<file path="config.mk">
export PLATFORM = sky130hd
export DESIGN_NAME = handshake_rx
export DESIGN_NICKNAME = d
export VERILOG_FILES = /design/src/rtl/handshake_rx.sv
export SDC_FILE = /design/constraint.sdc
export NUM_CORES = 1
export LEC_CHECK = 0
export CAP_MARGIN = 10
export CORE_ASPECT_RATIO = 1.25
export CORE_UTILIZATION = 44
export DETAILED_ROUTE_END_ITERATION = 7
export PLACE_DENSITY = 0.84
export SKIP_LAST_GASP = 1
export SYNTH_ARGS = -nofsm -noshare
export SYNTH_HDL_FRONTEND = slang
export SYNTH_SLANG_ARGS = --single-unit
</file>
<file path="constraint.sdc">
create_clock -name i_clk -period 2.12 [get_ports i_clk]
set_input_delay 0.424 -clock i_clk [delete_from_list [all_inputs] [get_ports i_clk]]
set_output_delay 0.424 -clock i_clk [all_outputs]
set_load 0.03 [all_outputs]
</file>
<file path="src/rtl/handshake_rx.sv">
// Destination side of a four-phase req/ack crossing: synchronizes the request level,
// captures the sender's word, offers it on valid/ready, then returns a level acknowledge.
module handshake_rx #(
  parameter int DW    = 32,
  parameter int NSYNC = 2
) (
  input  logic          i_clk,
  input  logic          i_reset_n,
  input  logic          i_req,
  input  logic [DW-1:0] i_data,
  output logic          o_ack,
  output logic          o_valid,
  input  logic          i_ready,
  output logic [DW-1:0] o_data,
  output logic          o_err
);

  typedef enum logic [1:0] {
    IDLE = 2'd0,
    HOLD = 2'd1,
    ACK  = 2'd2
  } state_t;

  state_t           state_reg;
  logic [NSYNC-1:0] sync_reg;
  logic             req_s;
  logic             req_d_reg;

  // Request synchronizer; stage 0 is the only flop that samples the foreign level.
  always_ff @(posedge i_clk) begin
    if (!i_reset_n) begin
      sync_reg <= '0;
    end else begin
      sync_reg <= {sync_reg[NSYNC-2:0], i_req};
    end
  end

  assign req_s = sync_reg[NSYNC-1];

  always_ff @(posedge i_clk) begin
    if (!i_reset_n) begin
      state_reg <= IDLE;
      req_d_reg <= 1'b0;
      o_ack     <= 1'b0;
      o_valid   <= 1'b0;
      o_data    <= '0;
      o_err     <= 1'b0;
    end else begin
      req_d_reg <= req_s;
      o_err     <= 1'b0;
      case (state_reg)
        IDLE: begin
          if (req_s) begin
            o_data    <= i_data;
            o_valid   <= 1'b1;
            state_reg <= HOLD;
          end
        end
        HOLD: begin
          // Edge-detected so a request that stays low flags the violation only once.
          if (req_d_reg && !req_s) begin
            o_err <= 1'b1;
          end
          if (i_ready) begin
            o_valid   <= 1'b0;
            o_ack     <= 1'b1;
            state_reg <= ACK;
          end
        end
        ACK: begin
          if (!req_s) begin
            o_ack     <= 1'b0;
            state_reg <= IDLE;
          end
        end
        default: begin
          o_ack     <= 1'b0;
          o_valid   <= 1'b0;
          state_reg <= IDLE;
        end
      endcase
    end
  end

endmodule

</file>
==> results by stage <==
Final layout:
- The register with the most flip-flops in the layout has 32 of them.
- The final layout contains 275 nets.
- Summing all multi-input logic gate instances after layout gives around 700 sq um.
- After routing the design area is 2419 sq um.
- The antenna cell count is 0.
- The proportion of layout cells with a drive suffix above 1 is 20.00%.
- The filler cell count is 281.
- From synthesis to final layout, the design area changed by 51.97%.
- The flip-flop and latch area is 800.8 sq um.

GRT:
- The first global-routing pass estimated roughly 5000 microns of wire.
- Global routing used 16.58% of the available tracks.
- The maximum number of pins on one net before global-route repair is 33.
- The aggregate global routing overflow is 0.
- The number of antenna violations at the first check in global routing is 0.
- The via count of the first global-routing pass is 1178.

STA:
- Across all hold checks on the routed design, the worst slack comes to 0.4299 ns.
- Setup repair after global routing left no endpoint under its margin.
- The shortest clock period the worst path allows after layout is 1.750 ns.
- At the pin with the least slew margin, the transition time is 0.5181 ns.
- The number of failing hold endpoints at the final stage is 0.
- The ratio of final minimum period to clock period is roughly 83%.
- The count of pins over their slew limit is 0.
- The clock arrives with 0.005423 ns of skew.
- For the final routed database, the setup TNS stands at 0 ns.
- Setup violations remaining at the end of the flow were counted as 0.
- Derived from the worst setup path, the maximum achievable clock frequency is 571.4 MHz.
- The worst slew margin relative to its limit is between 60% and 70%.

Die:
- The floorplan step set the die height to 69.24 microns.
- The core region is roughly 3500 sq um.
- The number of rows in the core area is 24.
- For this configuration, the core starts out at a cell density of 45.69%.
- The top-level I/O count is 71.
- In this run the horizontal extent of the chip is 55.79 microns.
- The overall die area is between 3000 and 4000 sq um.

Drt:
- The count of nets left with antenna violations once routing finished came out at 0.
- The initial DRC count is 23.
- The pre-antenna-repair detailed-routing pass consisted of 4 iterations.
- The number of remaining DRC errors is 0.
- Using the TritonRoute via totals, the vias-per-cell ratio works out to between 4 and 5.
- The via count is between 1000 and 1500.
- The average routed wire per standard cell is roughly 11 microns.
- The total length of routed wires is 3130 microns.

Run status:
- The run finished with clean final reports.

CTS:
- Buffers inserted to repair hold after CTS numbered 0.
- The clock transition at the registers of the reported paths is 0.07 ns.
- Post-CTS repair changed the size of 0 cells.
- TritonCTS built the clock tree.
- The longest clock path from root to sink contains 2 buffers.
- The buffers inserted during post-CTS setup optimization is 0.
- The clock sink total is 40.
- The deepest level of the CTS H-tree is 2.
- The number of clock buffers inserted by TritonCTS is 5.
- At the later pin of the worst-skew pair, clock insertion delay measures 0.29 ns.
- The clock tree root driver cell is sky130_fd_sc_hd__clkbuf_8.

Synthesis:
- The netlist area before placement is 1592 sq um.
- During synthesis, Yosys emitted a total of 0 warnings.
- The sequential element share of the synthesized area is 50.31%.
- The number of distinct library cells after synthesis is 19.
- The dominant cell type by area after synthesis is sky130_fd_sc_hd__dfxtp_1.
- The average cell area after synthesis is between 9 and 10 sq um.
- The count of mapped cells out of synthesis is 172.
- When the netlist entered floorplanning its net count stood at 208.
- After synthesis, the cell types taking the most area are sky130_fd_sc_hd__dfxtp_1, sky130_fd_sc_hd__o21ai_2, sky130_fd_sc_hd__nand3_1, sky130_fd_sc_hd__nand2_1, sky130_fd_sc_hd__buf_6.
- Counting instances in the post-synthesis netlist gives the leading cell types as sky130_fd_sc_hd__dfxtp_1, sky130_fd_sc_hd__nand2_1, sky130_fd_sc_hd__nand3_1, sky130_fd_sc_hd__o21ai_2, sky130_fd_sc_hd__buf_6.
- The number of enable-type register cells in the synthesized netlist is 0.
- Of the post-synthesis cell area, the dominant cell type holds 50.31%.
- The number of flip-flops and latches in the synthesized netlist is 40.
- The most repeated cell in the gate-level netlist after synthesis is sky130_fd_sc_hd__dfxtp_1.
- The fraction of synthesis flops using an asynchronous set or reset pin is 0%.
- The most used flip-flop cell after synthesis is sky130_fd_sc_hd__dfxtp_1.

Worst setup path:
- The critical path's slowest cell is sky130_fd_sc_hd__clkdlybuf4s50_1.
- Setup slack on the worst reg-to-reg path comes out at 0.64 ns.
- The kind of start point of the critical path is a flop.
- Walking the worst path, the cells encountered are clkdlybuf4s50_1.
- The critical path is of the reg -> out type.
- The required time of the critical path is 1.70 ns.
- In this design, the stage delay of the slowest critical-path cell is slightly below 0.7 ns.
- The family of cells with the greatest summed delay on the critical path is buffers and inverters.
- The worst setup path is captured at an output port.
- In this run the worst path has a maximum fanout of 3.
- For the worst setup path, the data arrival time is 1.33 ns.
- The number of buffers and inverters on the critical path is 1.

Placed design:
- In this run the tool buffered the top-level ports with 70 buffer cells.
- The congestion estimate from routability-driven global placement came to roughly 0.66.
- The placed instance area is 2292 sq um.
- Once detailed placement completed, the half-perimeter wirelength came to around 2200 microns.

Worst hold path:
- In this run the worst hold path is classified as reg -> reg.

Power:
- The leakage dissipation is 0.9188 nW.
- The total power divided by cell area is 711.9 nW/um^2.
- The highest ir drop seen on vdd is 0.0006821 V.

Run:
- The number of max-cap violations is 0.
## per-layer routing
layer | GRT usage [%] | wire length, microns | up-vias
met5 | 0 | 0 | -
met4 | 8.333 | 55 | 0
met3 | 5.784 | 209 | 7
met2 | 27.98 | 1576 | 40
met1 | 18.26 | 1289 | 616
li1 | - | - | 719
## path summary, 6_finish.rpt
kind | from | endpoint | cells past startpoint
worst max-delay path | o_valid | o_valid | 1
worst min-delay path | req_d_reg | o_err | 2
worst max register to register | sync_reg[1] | o_data[6] | 4
worst min register to register | req_d_reg | o_err | 2
## power by group
group / switching, mW / internal (mW) / leakage [nW]
Clock: 0.250 / 0.415 / 0.0645
Sequential: 0.0159 / 0.779 / 0.325
Combinational: 0.131 / 0.131 / 0.529
## cell families after synthesis
kind of cell,after synthesis,synth area share (%)
flip-flops,40,50.31
AND/OR/NAND/NOR,79,23.19
AO/OA/AOI/OAI,37,19.42
buffers and inverters,16,7.076
## metrics by stage
step                power (mW)  cells  setup slack [ns]  utilization, %
detailed placement       1.075    271            0.6670           65.80
CTS                      1.743    279            0.3538           69.43
floorplan               0.9522    172            0.8756               -
global route             1.798    279            0.3030           69.43
finish                   1.722    279            0.3698           69.43
global placement         1.072    271            0.6680           65.80
## layout by cell type (no fill, tap or decap), drive strengths merged
cell type / instances
bufinv: 1
and2: 4
dfxtp: 40
clkbuf: 7
nor2: 2
nand3b: 2
clkdlybuf4s50: 69
o21ai: 34
nor2b: 1
nand3: 32
inv: 1
or3b: 1
nor3b: 1
nand2: 34
a31o: 1
nand2b: 1
buf: 6
nor3: 1
a21oi: 2
## area by class of cell
| class | instances | share of cell area (%) |
|---|---|---|
| Clock buffer | 7 | 3.983 |
| Clock inverter | 1 | 1.242 |
| Inverter | 1 | 0.1552 |
| Multi-Input combinational cell | 116 | 28.14 |
| Sequential cell | 40 | 33.11 |
| Tap cell | 39 | 2.018 |
| Timing Repair Buffer | 75 | 31.35 |
No activity file was read; power rests on OpenSTA's default activity.
